$ cat src/rtl/hilotof_word_tx.sv
// hilotof_word_tx: buffers 32-bit result words in a FIFO and sends each one LSB byte first as 8N1 UART frames
// Ports:
//   clock, reset      rising-edge clock, asynchronous active-high reset
//   dout_valid, dout  incoming result word, accepted when dout_ready is also high
//   dout_ready        FIFO has room (held low until the first edge after reset)
//   uart_tx           registered serial line, idle high
//   busy              FIFO non-empty or a frame in flight
module hilotof_word_tx #(
  parameter int CLK_DIV    = 104,
  parameter int FIFO_DEPTH = 4
) (
  input  logic        clock,
  input  logic        reset,
  input  logic        dout_valid,
  input  logic [31:0] dout,
  output logic        dout_ready,
  output logic        uart_tx,
  output logic        busy
);
  localparam int AW = $clog2(FIFO_DEPTH);
  localparam int CW = $clog2(FIFO_DEPTH + 1);
  localparam logic [15:0] RELOAD = 16'(CLK_DIV - 1);
  typedef enum logic [1:0] {IDLE, START, DATA, STOP} state_t;
  state_t state, state_n;
  logic [31:0] mem [FIFO_DEPTH];
  logic [AW-1:0] wr_ptr, rd_ptr;
  logic [CW-1:0] count;
  logic ready_en, push, pop, empty, expire;
  logic [1:0] byte_idx, byte_idx_n;
  logic [2:0] bit_idx, bit_idx_n;
  logic [15:0] baud, baud_n;
  logic [31:0] shreg, shreg_n;

  assign empty      = count == '0;
  assign dout_ready = ready_en && count < CW'(FIFO_DEPTH);
  assign push       = dout_valid && dout_ready;
  assign busy       = state != IDLE || !empty;
  assign expire     = baud == '0;

  always_ff @(posedge clock)
    if (push) mem[wr_ptr] <= dout;

  always_ff @(posedge clock or posedge reset)
    if (reset) begin
      wr_ptr   <= '0;
      rd_ptr   <= '0;
      count    <= '0;
      ready_en <= 1'b0;
    end else begin
      ready_en <= 1'b1;
      wr_ptr   <= push ? wr_ptr + AW'(1) : wr_ptr;
      rd_ptr   <= pop ? rd_ptr + AW'(1) : rd_ptr;
      count    <= count + CW'(push) - CW'(pop);
    end

  // The shift register feeds bit 0 to the line; shifting once per data bit
  // walks the four bytes out LSB first without a separate byte mux.
  always_comb begin
    state_n    = state;
    byte_idx_n = byte_idx;
    bit_idx_n  = bit_idx;
    shreg_n    = shreg;
    pop        = 1'b0;
    baud_n     = expire ? RELOAD : baud - 16'd1;
    case (state)
      IDLE: begin
        baud_n = '0;
        if (!empty) begin
          state_n    = START;
          pop        = 1'b1;
          shreg_n    = mem[rd_ptr];
          byte_idx_n = '0;
          baud_n     = RELOAD;
        end
      end
      START: if (expire) state_n = DATA;
      DATA: if (expire) begin
        shreg_n   = shreg >> 1;
        bit_idx_n = bit_idx + 3'd1;
        state_n   = bit_idx == 3'd7 ? STOP : DATA;
      end
      STOP: if (expire) begin
        if (byte_idx != 2'd3) begin
          byte_idx_n = byte_idx + 2'd1;
          state_n    = START;
        end else if (!empty) begin
          state_n    = START;
          pop        = 1'b1;
          shreg_n    = mem[rd_ptr];
          byte_idx_n = '0;
        end else begin
          state_n    = IDLE;
          byte_idx_n = '0;
          baud_n     = '0;
        end
      end
      default: state_n = IDLE;
    endcase
  end

  // uart_tx is registered from the current state, so the line trails the FSM
  // by one cycle; every bit still lasts exactly CLK_DIV cycles.
  always_ff @(posedge clock or posedge reset)
    if (reset) begin
      state    <= IDLE;
      byte_idx <= '0;
      bit_idx  <= '0;
      baud     <= '0;
      shreg    <= '0;
      uart_tx  <= 1'b1;
    end else begin
      state    <= state_n;
      byte_idx <= byte_idx_n;
      bit_idx  <= bit_idx_n;
      baud     <= baud_n;
      shreg    <= shreg_n;
      uart_tx  <= state == START ? 1'b0 : state == DATA ? shreg[0] : 1'b1;
    end
endmodule

$ cat config.mk
export PLATFORM = sky130hd
export DESIGN_NAME = hilotof_word_tx
export DESIGN_NICKNAME = d
export VERILOG_FILES = /design/src/rtl/hilotof_word_tx.sv
export SDC_FILE = /design/constraint.sdc
export NUM_CORES = 1
export LEC_CHECK = 0
export CAP_MARGIN = 15
export CORE_ASPECT_RATIO = 0.5
export CORE_MARGIN = 2
export CORE_UTILIZATION = 54
export CTS_CLUSTER_SIZE = 12
export DETAILED_ROUTE_END_ITERATION = 10
export HOLD_SLACK_MARGIN = 0.12
export PLACE_DENSITY = 0.79
export RECOVER_POWER = 50
export SYNTH_ARGS = -nofsm -noshare
export SYNTH_HDL_FRONTEND = slang
export SYNTH_SLANG_ARGS = --single-unit
$ cat constraint.sdc
create_clock -name clock -period 2.65 [get_ports clock]
set_clock_uncertainty 0.15 [all_clocks]
set_input_delay 0.53 -clock clock [delete_from_list [all_inputs] [get_ports clock]]
set_output_delay 0.53 -clock clock [all_outputs]
set_load 0.005 [all_outputs]
# == Word-level counts from Yosys, hierarchy flattened ==
# Memories as Yosys holds them, arrays and structs flattened.
# Cells that the tools add are included.
# op_classes
n_addsub,7
n_lt_le_gt_ge,1
eq_ne,10
mux,31
reduce_logical,14
# op_table
cell,n
two-way mux 32 bit,4
one-hot mux 32 bit (3 select lines),1
two-way mux 16 bit,4
one-hot mux 16 bit (2 select lines),1
logical NOT 16 bit,1
"subtractor 16 x 1 -> 16 bit, second input constant",1
two-way mux 2 bit,7
"!= test 2 bit, second input constant",6
two-way mux 1 bit,10
one-hot mux 2 bit (4 select lines),1
AND reduction 4 bit,2
two-way mux 7 bit,1
"adder 2 x 1 -> 2 bit, second input constant",3
"equality test 2 bit, second input constant",2
one-hot mux 2 bit (2 select lines),1
nonzero test 2 bit,2
adder 3 x 1 -> 3 bit,1
"adder 3 x 1 -> 3 bit, second input constant",1
"equality test 3 bit, second input constant",1
logical NOT 3 bit,1
"< comparator 3 bit, second input constant",1
AND reduction 3 bit,1
nonzero test 3 bit,1
subtractor 3 x 1 -> 3 bit,1
7 further kinds,8
# totals
regBits,64
ram_bits,128
output_inout_bits,3
wordCells,74
mem_count,1
# memory_table
name,words,width,read_ports,rd_ports_with_merged_regs,wr,line_no,rtl
mem,4,32,1,0,1,25,logic [31:0] mem [FIFO_DEPTH];

# == Depth between registers and ports, before layout ==
# Gate-level depths: netlist (run 1).
# depth
depth_word,6
depth_mapped,13

# == Least setup slack after synthesis (run 1) ==
# OpenSTA, ideal clock, no wires.
# synth_timing
kind,flip-flop to flip-flop
start,register baud[4]
end,register count[2]
t_arrival_ns,2.426
required_time_ns,2.375
slack_ns,-0.051
stages_incl_launch_ff,12
cell_sequence,dfrtp_1 -> nor4_4 -> and4_2 -> buf_4 -> a21o_1 -> ha_1 -> inv_1 -> ha_1 -> inv_1 -> fa_1 -> xnor2_1 -> xnor2_1
# synth_between
elab_chain_cells,4
# synth_rtl
element,line_no,rtl
start: declaration,31,"logic [15:0] baud, baud_n;"
start signal: assignment,115,baud <= baud_n;
logical NOT 16 bit,38,assign expire = baud == '0;
two-way mux 1 bit,82,STOP: if (expire) begin
one-hot mux 1 bit (2 select lines),65,case (state)
via pop,28,"logic ready_en, push, pop, empty, expire;"
subtractor 3 x 1 -> 3 bit,53,count <= count + CW'(push) - CW'(pop);
end signal: assignment,53,
end: declaration,27,logic [CW-1:0] count;
# The timed path passes the listed nets, and every way through them passes these cells.
# A chain may end at the register's enable or synchronous reset.

# == Final worst setup path (run 1) ==
# layout_timing
start,register state[0]
end,register count[2]
# layout_between
elab_chain_cells,3
elab_cells_between_ends,4
cone_classes,1 x add/sub; 1 x eq/ne; 1 x mux; 1 x reduce/logical
# layout_rtl
element,line_no,rtl
start: declaration,24,"state_t state, state_n;"
start signal: assignment,112,state <= state_n;
equality test 2 bit / logical NOT 2 bit (equally long branches),65,
one-hot mux 1 bit (2 select lines) *,65,
via pop,28,
subtractor 3 x 1 -> 3 bit *,53,
# Mark *: on every way through the listed nets, which the timed path passes. The rest lies on a longest branch.

==> impl_summary.log, run 1 <==
INFO  metric outcome = finished, final reports clean
INFO  metric vias_in_the_first_global_route = 4810
INFO  metric port-buffer-count = 37
INFO  metric grt_max_degree = 34
INFO  metric synth_top_cell_area_share = 48.00%
INFO  metric fin_worst_hold_slack = 0.3400 ns
INFO  metric clock_path_buffers = 2
INFO  metric layout-area-overhead-vs-synth = 18.34%
INFO  metric maxClockFrequency = 379.7 MHz
INFO  metric non_filler_cell_area_final = 0.009477 mm²
INFO  metric rr_endpoint = count[2]$_DFF_PP0_
INFO  metric critPathRequiredTime = 2.82 ns
INFO  metric crit_fanout = 4
INFO  metric met1_usage = 28.16%
INFO  metric routed-via-count = 4460
INFO  metric synth_fp_nets = 542
INFO  metric setup_ws = 0.01644 ns
INFO  metric grt_first_pass_wirelength = 25440 µm
INFO  metric fp.coreArea = 0.01447 mm²
INFO  metric synth_top_cell_by_area = sky130_fd_sc_hd__edfxtp_1
INFO  metric globalRoute.totalOverflow = 0
INFO  metric mappedNetlistArea = 0.008008 mm²
INFO  metric synth-edff-count = 128
INFO  metric fin_setup_tns = 0 ns
INFO  metric initial_drt_markers = 383
INFO  metric fin_crit_sh = 99.38%
INFO  metric antenna_cells_inserted = 0
INFO  metric die_y = 90.11 µm
INFO  metric synth_instances = 490
INFO  metric worst_setup_path_end_kind = register
INFO  metric start_util = 55.35%
INFO  metric number_of_antenna_violations_at_the_first_check_in_global_routing = 0
INFO  metric synth_compound_area_share = 6.141%
INFO  metric detail_routed_net_length_per_standard_cell = 20.37 µm
INFO  metric detailed_place_hpwl = 8966 µm
INFO  metric fin_crit = 2.634 ns
INFO  metric timing_hold_violations_final = 0
INFO  metric io_pins = 38
INFO  metric final_nets = 602
INFO  metric max-cap-violations = 0
INFO  metric mostFrequentLayoutCell = sky130_fd_sc_hd__edfxtp_1
INFO  metric floorplan.die_area = 0.01588 mm²
INFO  metric drc_errors = 0
INFO  metric std_cell_rows = 31
INFO  metric post_synth_mux_area_share = 13.30%
INFO  metric rsz_0062_raised_after_global_routing = true
INFO  metric cts-hold-fix-buffers = 0
INFO  metric groute.usage.overall = 21.11%
INFO  metric worst_hold_path.num_cells = 1
INFO  metric dominant_combinational_cell_family_by_area_after_synthesis = multiplexers
INFO  metric worst-r2r-cell-count = 12
INFO  metric power_density = 1122 mW/mm²
INFO  metric min_to = bit_idx[0]$_DFFE_PP0P_
INFO  metric grtUsageMet2 = 35.10%
INFO  metric yosysUniqueCellTypes = 49
INFO  metric synth_area_per_cell = 16.34 µm²
INFO  metric hold_class = reg -> reg
INFO  metric worstReg2RegStart = state[0]$_DFFE_PP0P_
INFO  metric synth_simple_gate_area_share = 5.250%
INFO  metric die_w = 176.2 µm
INFO  metric maxSlewHeadroom = 35.80%
INFO  metric placed_area = 0.008787 mm²
INFO  metric synth.area.top_cells = sky130_fd_sc_hd__edfxtp_1 (48%), sky130_fd_sc_hd__dfrtp_1 (20%), sky130_fd_sc_hd__mux4_2 (9.0%)
INFO  metric cp_startpoint_kind = register
INFO  metric drive_gt1_share = 21.85%
INFO  metric r2r_setup_slack = 0.02 ns
INFO  metric timing.setup.critical_path_class = reg -> reg
INFO  metric clock_latency = 0.43 ns
INFO  metric timing_worst_slew_pin_value = 0.9619 ns
INFO  metric startpoint_of_the_most_critical_hold_path = bit_idx[0]$_DFFE_PP0P_
INFO  metric globalplace.congestion = 0.7946
INFO  metric clkSlewWorstSetupHoldPaths = 0.08 ns
INFO  metric avgViaCountPerCell = 5.861
INFO  metric layout.cells.most_common_list = sky130_fd_sc_hd__edfxtp_1 (128), sky130_fd_sc_hd__dfrtp_1 (61), sky130_fd_sc_hd__o21ai_1 (35)
INFO  metric cts_max_level = 4
INFO  metric utilization = 65.50%
INFO  metric grt_use_met3 = 3.976%
INFO  metric grt_busiest_layer = met2
INFO  metric yosys_warnings = 0
INFO  metric tritoncts = done
INFO  metric setup-violations-final = 0
INFO  metric detail-route-antenna-nets = 0
INFO  metric synth_fa_ha_area_share = 2.750%
INFO  metric cts_inserted_buffers = 17
INFO  metric clock_tree.root_cell = sky130_fd_sc_hd__clkbuf_16
INFO  metric drt-pass1-iter-count = 4
INFO  metric synthXorXnorAreaFrac = 2.078%
INFO  metric place_worst_setup_slack = -0.03189 ns
INFO  metric detail_route.wirelength = 15500 µm
INFO  metric timing_max_transition_violations_final = 0
INFO  metric worst_ep_arrival_time = 2.81 ns
INFO  metric ys_async_sr_fraction = 33.33%
INFO  metric ir_drop = 0.6254 mV
INFO  metric flip_flop_and_latch_count_after_synthesis = 192
INFO  metric synth-seq-area-share = 68.02%
INFO  metric numClockSinks = 192
INFO  metric dominantRegCellSynth = sky130_fd_sc_hd__edfxtp_1
INFO  metric power.static_leakage = 3.456 nW
[per-stage QoR]
step           power [mW]  cells
6_report            10.63    761
5_1_grt             11.26    761
4_1_cts             10.55    760
3_5_place_dp        7.897    727
3_3_place_gp        7.740    727
2_1_floorplan       6.873    490
[Yosys cell counts, types with 2 or more instances]
master / number
sky130_fd_sc_hd__buf_4: 2
sky130_fd_sc_hd__buf_1: 2
sky130_fd_sc_hd__xnor2_1: 7
sky130_fd_sc_hd__nand3_1: 7
sky130_fd_sc_hd__nand4_1: 4
sky130_fd_sc_hd__buf_6: 4
sky130_fd_sc_hd__mux2i_1: 31
sky130_fd_sc_hd__clkbuf_1: 11
sky130_fd_sc_hd__nor3_1: 6
sky130_fd_sc_hd__ha_1: 16
sky130_fd_sc_hd__nand3b_1: 2
sky130_fd_sc_hd__or3_1: 2
sky130_fd_sc_hd__nor3b_1: 4
sky130_fd_sc_hd__mux4_2: 32
sky130_fd_sc_hd__nor4_4: 3
sky130_fd_sc_hd__and3_1: 5
sky130_fd_sc_hd__nand2_1: 6
sky130_fd_sc_hd__o21ai_0: 32
sky130_fd_sc_hd__buf_2: 5
sky130_fd_sc_hd__nand4b_1: 2
sky130_fd_sc_hd__inv_1: 16
sky130_fd_sc_hd__edfxtp_1: 128
sky130_fd_sc_hd__nor2b_1: 2
sky130_fd_sc_hd__xor2_1: 12
sky130_fd_sc_hd__mux2_1: 2
sky130_fd_sc_hd__nand2b_1: 2
sky130_fd_sc_hd__o21ai_1: 35
sky130_fd_sc_hd__a21oi_1: 9
sky130_fd_sc_hd__nor2_1: 19
sky130_fd_sc_hd__dfrtp_1: 63
[worst max-delay path, stage by stage (launching register included)]
cell and delay [ns]:
sky130_fd_sc_hd__dfrtp_1 0.40, sky130_fd_sc_hd__inv_1 0.13, sky130_fd_sc_hd__ha_2 0.23, sky130_fd_sc_hd__inv_1 0.12, sky130_fd_sc_hd__nor3_2 0.21, sky130_fd_sc_hd__a21o_1 0.18, sky130_fd_sc_hd__ha_4 0.23, sky130_fd_sc_hd__inv_4 0.06
sky130_fd_sc_hd__ha_4 0.12, sky130_fd_sc_hd__inv_2 0.04, sky130_fd_sc_hd__fa_2 0.40, sky130_fd_sc_hd__xnor2_2 0.14, sky130_fd_sc_hd__xnor2_1 0.12
[flip-flops by register name, indices dropped and copies added, names as in the netlist]
name      count
baud         16
bit_idx       3
byte_idx      2
count         3
mem         128
rd_ptr        2
ready_en      1
shreg        32
state         2
uart_tx       1
wr_ptr        2
[area by class of cell]
| cell class | instances | area [µm²] |
|---|---|---|
| Inverter | 16 | 62.56 |
| Tap cell | 198 | 247.7 |
| Timing Repair Buffer | 65 | 648.1 |
| Fill cell | 951 | 4991 |
| Sequential cell | 192 | 5449 |
| Clock inverter | 15 | 183.9 |
| Clock buffer | 17 | 425.4 |
| Multi-Input combinational cell | 258 | 2460 |
[how the worst max path moves through the flow]
| stage | start | end | slack (ns) | cells after the start |
|---|---|---|---|---|
| 6_report | state[0]$_DFFE_PP0P_ | count[2]$_DFF_PP0_ | 0.02 | 12 |
| 5_1_grt | state[1]$_DFFE_PP0P_ | count[2]$_DFF_PP0_ | -0.08 | 12 |
| 4_1_cts | state[1]$_DFFE_PP0P_ | count[2]$_DFF_PP0_ | 0.02 | 11 |
| 3_5_place_dp | count[0]$_DFF_PP0_ | count[2]$_DFF_PP0_ | -0.03 | 10 |
| 3_3_place_gp | dout_valid | count[2]$_DFF_PP0_ | 0.09 | 10 |
| 2_1_floorplan | baud[3]$_DFF_PP0_ | count[2]$_DFF_PP0_ | 0.0002 | 11 |
[layer usage]
metal | vias to the layer above | part of all wire, %
li1 | 1992 | -
met1 | 2322 | 43
met2 | 121 | 51
met3 | 25 | 4.0
met4 | 0 | 1.8
met5 | - | 0
[timing repair]
item,4_1_cts,5_1_grt
setup buffers,1,1
gates cloned,0,0
pin swaps,1,6
gates resized for setup,9,13
endpoints found under the setup margin,2,1
[report_power, final]
group          total, mW  leakage, nW  internal [mW]  switching [mW]
sequential          4.24         1.96           3.82           0.414
clock               2.54        0.294           1.28            1.26
combinational       3.85         1.21           1.72            2.12
[cell families after synthesis]
group,count (synthesis)
compound gates,86
xor+xnor,19
fa+ha+maj,17
buf+inv,40
flops,192
mux,66
other cells,1
simple gates,69
(Power assumes the default switching activity.)
==> run 2: changes to the inputs <==
--- a/config.mk
+++ b/config.mk
@@ -7,7 +7,6 @@
 export LEC_CHECK = 0
 export CAP_MARGIN = 15
 export CORE_ASPECT_RATIO = 0.5
-export CORE_MARGIN = 2
 export CORE_UTILIZATION = 54
 export CTS_CLUSTER_SIZE = 12
 export DETAILED_ROUTE_END_ITERATION = 10
==> run 2 against run 1 <==
  * The flow now finishes with violations (design-rule violations)
  * Worst setup slack better by 0.017 ns
  * Combinational power about the same
  * Final cell count up 1.1%
  * Non-clock buffer count up 8
  * Sequential power about the same
  * Die area down 3.3%
  * Total power up 0.16%
  * Register-to-register slack better by 0.02 ns
  * Sequential share of layout area down 0.13 points
  * Wire length down 1.0%
  * Critical endpoint unchanged
==> impl_summary.log, run 2 (synthesized netlist as in run 1, its figures left out) <==
INFO  metric outcome = complete, but fails checks
INFO  metric violated_checks = design-rule violations
INFO  metric power.static_leakage = 3.501 nW (+1.3%)
INFO  metric worst_hold_path.num_cells = 1 (unchanged)
INFO  metric timing.critical_path.mode_cell = sky130_fd_sc_hd__ha_1
INFO  metric power_frac_comb = 36.0% (-0.2 points)
INFO  metric grt_busiest_layer = met2
INFO  metric grt_max_degree = 35 (+2.9%)
INFO  metric worst_path_largest_cell_delay = 0.41 ns (about the same)
INFO  metric largest_register_ff_count = 128 (unchanged)
INFO  metric tritoncts = done
INFO  metric floorplan.die_area = 0.01535 mm² (-3.3%)
INFO  metric max-cap-violations = 0 (unchanged)
INFO  metric power_density = 1121 mW/mm² (about the same)
INFO  metric clock_tree.root_cell = sky130_fd_sc_hd__clkbuf_16
INFO  metric placed_area = 0.008790 mm² (about the same)
INFO  metric grtUsageMet2 = 37.20% (+2.1 points)
INFO  metric timing_worst_slew_pin_value = 0.8875 ns (-0.07436 ns)
INFO  metric largest-register = mem
INFO  metric setup-violations-final = 0 (unchanged)
INFO  metric layout.cells.most_common_list = sky130_fd_sc_hd__edfxtp_1 (128), sky130_fd_sc_hd__dfrtp_1 (62), sky130_fd_sc_hd__o21ai_1 (35)
INFO  metric met1_usage = 28.22% (+0.060 points)
INFO  metric numClockSinks = 192 (unchanged)
INFO  metric critical_path.slowest_cell = sky130_fd_sc_hd__dfrtp_1
INFO  metric critPathRequiredTime = 2.82 ns (about the same)
INFO  metric clock_path_buffers = 2 (unchanged)
INFO  metric sequential_power_share = 39.8% (about the same)
INFO  metric maxClockFrequency = 382.2 MHz (+0.65%)
INFO  metric drt-pass1-iter-count = 8 (+4)
INFO  metric maxSlewHeadroom = 40.83% (+5.0 points)
INFO  metric worstReg2RegStart = baud[0]$_DFF_PP0_
INFO  metric mostFrequentLayoutCell = sky130_fd_sc_hd__edfxtp_1
INFO  metric final_nets = 610 (+1.3%)
INFO  metric power_switching_share = 35.67% (-0.085 points)
INFO  metric vias_in_the_first_global_route = 4637 (-3.6%)
INFO  metric report.power.total = 10.65 mW (+0.16%)
INFO  metric start_util = 55.35% (unchanged)
INFO  metric grt_use_met3 = 4.991% (+1.0 points)
INFO  metric clock_latency = 0.44 ns (about the same)
INFO  metric detail_routed_net_length_per_standard_cell = 19.95 µm (-2.0%)
INFO  metric hold_class = reg -> reg
INFO  metric clkSlewWorstSetupHoldPaths = 0.07 ns (about the same)
INFO  metric port-buffer-count = 37 (unchanged)
INFO  metric detailed_place_hpwl = 8951 µm (-0.17%)
INFO  metric worst_ep_arrival_time = 2.79 ns (-0.02 ns)
INFO  metric number_of_antenna_violations_at_the_first_check_in_global_routing = 0 (unchanged)
INFO  metric largestRegisters = mem (128), shreg (32), baud (16)
INFO  metric cts-hold-fix-buffers = 0 (unchanged)
INFO  metric ir_drop = 0.7909 mV (+26%)
INFO  metric p_int = 6.849 mW (+0.29%)
INFO  metric r2r_setup_slack = 0.03 ns (+0.02 ns)
INFO  metric fin_crit = 2.616 ns (-0.01707 ns)
INFO  metric drive_gt1_share = 21.72% (-0.13 points)
INFO  metric crit_path_cell_trace = inv_2 > ha_1 > nor3b_4 > and4_4 > a21o_1 > ha_1 > inv_1 > ha_1 > inv_1 > fa_2 > xnor2_2 > xnor2_1
INFO  metric fp.coreArea = 0.01447 mm² (unchanged)
INFO  metric crit_fanout = 3 (-1)
INFO  metric avgViaCountPerCell = 5.792 (-1.2%)
INFO  metric non_filler_cell_area_final = 0.009497 mm² (+0.21%)
INFO  metric timing.setup.critical_path_class = reg -> reg
INFO  metric timing_hold_violations_final = 0 (unchanged)
INFO  metric die_y = 88.11 µm (-2.2%)
INFO  metric routed-via-count = 4454 (-0.13%)
INFO  metric timing_max_transition_violations_final = 0 (unchanged)
INFO  metric num-fill-cells = 981 (+3.2%)
INFO  metric fin_worst_hold_slack = 0.3385 ns (-0.001494 ns)
INFO  metric rsz_0062_raised_after_global_routing = true
INFO  metric cp_startpoint_kind = register
INFO  metric clockPowerShare = 24.1% (+0.2 points)
INFO  metric groute.usage.overall = 21.68% (+0.57 points)
INFO  metric globalplace.congestion = 0.8710 (+9.6%)
INFO  metric antenna_cells_inserted = 0 (unchanged)
INFO  metric std_cell_rows = 31 (unchanged)
INFO  metric grt_first_pass_wirelength = 24650 µm (-3.1%)
INFO  metric die_w = 174.2 µm (-1.1%)
INFO  metric cts_inserted_buffers = 17 (unchanged)
INFO  metric detail-route-antenna-nets = 0 (unchanged)
INFO  metric min_to = bit_idx[0]$_DFFE_PP0P_
INFO  metric layout-area-overhead-vs-synth = 18.59%
INFO  metric rr_endpoint = count[2]$_DFF_PP0_
INFO  metric initial_drt_markers = 416 (+8.6%)
INFO  metric globalRoute.totalOverflow = 0 (unchanged)
INFO  metric detail_route.wirelength = 15340 µm (-1.0%)
INFO  metric worst-r2r-cell-count = 12 (unchanged)
INFO  metric io_pins = 38 (unchanged)
INFO  metric utilization = 65.64% (+0.14 points)
INFO  metric cts_max_level = 4 (unchanged)
INFO  metric drc_errors = 2 (+2)
INFO  metric power_switching = 3.798 mW (about the same)
INFO  metric startpoint_of_the_most_critical_hold_path = bit_idx[0]$_DFFE_PP0P_
INFO  metric worst_setup_path_end_kind = register
INFO  metric fin_crit_sh = 98.74% (-0.64 points)
## run 2: worst max-delay path by stage
stage,from,end,slack [ns],depth (start not counted)
floorplan,baud[3]$_DFF_PP0_,count[2]$_DFF_PP0_,0.0002,11
global placement,count[0]$_DFF_PP0_,count[2]$_DFF_PP0_,0.08,10
detailed placement,count[0]$_DFF_PP0_,count[2]$_DFF_PP0_,-0.07,10
CTS,state[1]$_DFFE_PP0P_,count[2]$_DFF_PP0_,0.03,11
global route,count[1]$_DFF_PP0_,count[2]$_DFF_PP0_,-0.09,11
finish,baud[0]$_DFF_PP0_,count[2]$_DFF_PP0_,0.03,12
## run 2: what timing repair did
item                                    in CTS  in global routing
buffers inserted                             5                  3
endpoints found under the setup margin       3                  2
pin swaps                                    3                  4
resized for setup                            8                  5
cloned                                       0                  0
## run 2: layer usage
layer,share of wire [%],vias to the layer above
met5,0,-
met4,0.83,0
met3,4.3,12
met2,52,125
met1,43,2308
li1,-,2009
## run 2: cell type report
| class | instances | area, µm² | share of cell area [%] |
|---|---|---|---|
| flip-flops and latches | 192 | 5448 | 57.36 |
| clock buffers | 17 | 425.4 | 4.480 |
| clock inverters | 15 | 185.2 | 1.950 |
| repair buffers | 73 | 695.7 | 7.325 |
| well taps | 198 | 247.7 | 2.609 |
| multi-input cells | 258 | 2435 | 25.64 |
| inverters | 16 | 60.06 | 0.6324 |
## run 2: through the flow
| stage | instances | worst slack (ns) | setup TNS (ns) |
|---|---|---|---|
| after CTS | 766 | 0.03358 | 0 |
| after floorplan | 490 | 0.0002378 | 0 |
| after global placement | 729 | 0.07900 | 0 |
| final | 769 | 0.03351 | 0 |
| after global routing | 769 | -0.09224 | -0.09224 |
| after detailed placement | 729 | -0.07425 | -0.07425 |
## run 2: power groups by stage
stage                     clock network (mW)  logic, mW  registers, mW
after global routing                    2.72       4.24           4.31
after detailed placement                   0       3.63           4.26
after CTS                               2.59       3.79           4.22
final                                   2.57       3.84           4.24
after floorplan                            0       2.72           4.15
after global placement                     0       3.49           4.23
## run 2: critical path: cells and delay by family (launching register included)
kind	cells	cell delay (ns)
flip-flops	1	0.41
XOR/XNOR	2	0.28
AND/OR/NAND/NOR	2	0.46
buffers and inverters	3	0.19
AO/OA/AOI/OAI	1	0.14
adder cells (fa/ha/maj)	4	0.88
==> run 3: changes to the inputs <==
--- a/config.mk
+++ b/config.mk
@@ -10,9 +10,9 @@
 export CORE_UTILIZATION = 54
 export CTS_CLUSTER_SIZE = 12
 export DETAILED_ROUTE_END_ITERATION = 10
-export HOLD_SLACK_MARGIN = 0.12
 export PLACE_DENSITY = 0.79
 export RECOVER_POWER = 50
+export SETUP_SLACK_MARGIN = 0.4
 export SYNTH_ARGS = -nofsm -noshare
 export SYNTH_HDL_FRONTEND = slang
 export SYNTH_SLANG_ARGS = --single-unit
==> constraint.sdc (replaced) <==
create_clock -name clock -period 2.65 [get_ports clock]
set_clock_uncertainty 0.15 [all_clocks]
set_input_delay 0.3975 -clock clock [delete_from_list [all_inputs] [get_ports clock]]
set_output_delay 0.3975 -clock clock [all_outputs]
set_load 0.005 [all_outputs]
==> run 3 against run 2 <==
  * The flow still finishes with violations (design-rule violations)
  * Via count is 0.58% higher
  * First-iteration DRC count down 13%
  * Final cell count up 0.13%
  * Clock power shrank 7%
  * Clock-buffer cell count grew 1
  * Critical path depth unchanged
  * Fmax down 0.87%
  * Flip-flop and latch count unchanged
  * Hold slack worse by 0.0063 ns
  * Die area is the same
  * Combinational power up 12%
  * Critical endpoint unchanged
  * Highest routed layer unchanged
==> impl_summary.log, run 3 (synthesized netlist as in run 1, its figures left out) <==
INFO  metric report.power.total = 10.97 mW (+3.0%)
INFO  metric drive_gt1_share = 29.20% (+7.5 points)
INFO  metric critPathRequiredTime = 2.81 ns (about the same)
INFO  metric power_switching_share = 36.21% (+0.54 points)
INFO  metric detail_route.wirelength = 15260 µm (-0.53%)
INFO  metric globalplace.congestion = 0.7890 (-9.4%)
INFO  metric max-cap-violations = 0 (unchanged)
INFO  metric grt_busiest_layer = met2
INFO  metric worst_hold_path.num_cells = 1 (unchanged)
INFO  metric detail-route-antenna-nets = 0 (unchanged)
INFO  metric largestRegisters = mem (128), shreg (32), baud (16)
INFO  metric port-buffer-count = 37 (unchanged)
INFO  metric worst-r2r-cell-count = 12 (unchanged)
INFO  metric antenna_cells_inserted = 0 (unchanged)
INFO  metric violated_checks = design-rule violations
INFO  metric largest_register_ff_count = 128 (unchanged)
INFO  metric p_int = 6.997 mW (+2.2%)
INFO  metric fin_setup_tns = 0 ns (unchanged)
INFO  metric groute.usage.overall = 21.41% (-0.27 points)
INFO  metric ir_drop = 0.6593 mV (-17%)
INFO  metric place_worst_setup_slack = -0.02818 ns (+0.04607 ns)
INFO  metric routed-via-count = 4480 (+0.58%)
INFO  metric vias_in_the_first_global_route = 4622 (-0.32%)
INFO  metric non_filler_cell_area_final = 0.009646 mm² (+1.6%)
INFO  metric crit_fanout = 2 (-1)
INFO  metric hold_class = reg -> reg
INFO  metric setup_ws = 0.01044 ns (-0.02307 ns)
INFO  metric clock_path_buffers = 2 (unchanged)
INFO  metric detailed_place_hpwl = 8601 µm (-3.9%)
INFO  metric io_pins = 38 (unchanged)
INFO  metric mostFrequentLayoutCell = sky130_fd_sc_hd__edfxtp_1
INFO  metric clock_tree.root_cell = sky130_fd_sc_hd__clkbuf_16
INFO  metric placed_area = 0.008760 mm² (-0.34%)
INFO  metric clkSlewWorstSetupHoldPaths = 0.08 ns (about the same)
INFO  metric start_util = 55.35% (unchanged)
INFO  metric outcome = complete, but fails checks
INFO  metric initial_drt_markers = 363 (-13%)
INFO  metric met1_usage = 27.64% (-0.58 points)
INFO  metric grtUsageMet2 = 36.98% (-0.22 points)
INFO  metric die_y = 88.11 µm (unchanged)
INFO  metric power_density = 1137 mW/mm² (+1.4%)
INFO  metric floorplan.die_area = 0.01535 mm² (unchanged)
INFO  metric die_w = 174.2 µm (unchanged)
INFO  metric globalRoute.totalOverflow = 0 (unchanged)
INFO  metric maxSlewHeadroom = 32.88% (-8.0 points)
INFO  metric timing_worst_slew_pin_value = 1.007 ns (+0.1193 ns)
INFO  metric timing.setup.critical_path_class = reg -> reg
INFO  metric clockPowerShare = 21.9% (-2.2 points)
INFO  metric worst_ep_arrival_time = 2.80 ns (about the same)
INFO  metric grt_max_degree = 46 (+31%)
INFO  metric power_switching = 3.972 mW (+4.6%)
INFO  metric avgViaCountPerCell = 5.818 (+0.45%)
INFO  metric cts_max_level = 4 (unchanged)
INFO  metric cts-hold-fix-buffers = 0 (unchanged)
INFO  metric fin_worst_hold_slack = 0.3322 ns (-0.006295 ns)
INFO  metric maxClockFrequency = 378.9 MHz (-0.87%)
INFO  metric grt_use_met3 = 4.601% (-0.39 points)
INFO  metric power_frac_comb = 39.3% (+3.3 points)
INFO  metric timing_hold_violations_final = 0 (unchanged)
INFO  metric fin_crit_sh = 99.61% (+0.87 points)
INFO  metric worst_setup_path_end_kind = register
INFO  metric detail_routed_net_length_per_standard_cell = 19.82 µm (-0.66%)
INFO  metric std_cell_rows = 31 (unchanged)
INFO  metric grt_first_pass_wirelength = 24440 µm (-0.84%)
INFO  metric numClockSinks = 192 (unchanged)
INFO  metric largest-register = mem
INFO  metric setup-violations-final = 0 (unchanged)
INFO  metric cts_inserted_buffers = 17 (unchanged)
INFO  metric fp.coreArea = 0.01447 mm² (unchanged)
INFO  metric drt-pass1-iter-count = 8 (unchanged)
INFO  metric layout-area-overhead-vs-synth = 20.45%
INFO  metric clock_latency = 0.42 ns (-0.02 ns)
INFO  metric rsz_0062_raised_after_global_routing = true
INFO  metric layout.cells.most_common_list = sky130_fd_sc_hd__edfxtp_1 (128), sky130_fd_sc_hd__dfrtp_1 (62), sky130_fd_sc_hd__dlygate4sd3_1 (33)
INFO  metric sequential_power_share = 38.8% (-1.0 points)
INFO  metric cp_startpoint_kind = register
INFO  metric drc_errors = 2 (unchanged)
INFO  metric tritoncts = done
INFO  metric power.static_leakage = 3.541 nW (+1.1%)
INFO  metric number_of_antenna_violations_at_the_first_check_in_global_routing = 0 (unchanged)
INFO  metric fin_crit = 2.640 ns (+0.02307 ns)
INFO  metric final_nets = 611 (+0.16%)
INFO  metric timing_max_transition_violations_final = 0 (unchanged)
run 3: cell count changes in the layout (fill, tap and decap cells not counted), sizes merged:
cell | before | now
inv | 23 | 22
dlygate4sd2 | 1 | 0
buf | 34 | 38
clkbuf | 19 | 18
run 3: metrics by stage:
| step | utilization, % | std cells |
|---|---|---|
| 3_3_place_gp | 60.55 | 725 |
| 6_report | 66.67 | 770 |
| 2_1_floorplan | - | 490 |
| 3_5_place_dp | 60.55 | 725 |
| 5_1_grt | 66.67 | 770 |
| 4_1_cts | 64.98 | 763 |
run 3: final timing paths:
check                                       startpoint  slack, ns                     end
worst max register to register       baud[1]$_DFF_PP0_       0.01      count[2]$_DFF_PP0_
max in group asynchronous                        reset       0.41   rd_ptr[0]$_DFFE_PP0P_
worst min register to register  bit_idx[0]$_DFFE_PP0P_       0.33  bit_idx[0]$_DFFE_PP0P_
worst max-delay path                 baud[1]$_DFF_PP0_       0.01      count[2]$_DFF_PP0_
worst min-delay path            bit_idx[0]$_DFFE_PP0P_       0.33  bit_idx[0]$_DFFE_PP0P_
min in group asynchronous                        reset       0.40   wr_ptr[0]$_DFFE_PP0P_
run 3: power groups by stage:
stage / clock, mW / combinational (mW) / sequential [mW]
finish: 2.40 / 4.31 / 4.25
global route: 2.57 / 4.70 / 4.31
global placement: 0 / 3.47 / 4.22
floorplan: 0 / 2.72 / 4.15
CTS: 2.44 / 3.78 / 4.23
detailed placement: 0 / 3.58 / 4.27
run 3: repair_timing:
action,CTS,global route
pin swaps,0,42
gates resized for setup,10,56
endpoints found under the setup margin,3,11
endpoints found under the hold margin,0,0
setup buffers,6,7
run 3: area by class of cell:
cell class,instances,area (µm²)
multi-input cells,258,2614
flip-flops and latches,192,5448
clock buffers,18,429.2
clock inverters,14,126.4
repair buffers,74,720.7
fillers,916,4822
well taps,198,247.7
inverters,16,60.06
run 3: worst max-delay path: stages (launching register included):
cell	delay [ns]
sky130_fd_sc_hd__dfrtp_1	0.41
sky130_fd_sc_hd__inv_2	0.09
sky130_fd_sc_hd__ha_4	0.12
sky130_fd_sc_hd__nor3b_4	0.19
sky130_fd_sc_hd__and4_4	0.25
sky130_fd_sc_hd__a21o_1	0.19
sky130_fd_sc_hd__ha_4	0.22
sky130_fd_sc_hd__inv_2	0.06
sky130_fd_sc_hd__ha_4	0.12
sky130_fd_sc_hd__inv_2	0.04
sky130_fd_sc_hd__fa_2	0.40
sky130_fd_sc_hd__xnor2_2	0.15
sky130_fd_sc_hd__xnor2_1	0.14
run 3: metal layers:
| metal | vias up | part of all wire, % |
|---|---|---|
| met5 | - | 0 |
| met4 | 0 | 1.0 |
| met3 | 19 | 3.2 |
| met2 | 107 | 53 |
| met1 | 2345 | 43 |
| li1 | 2009 | - |
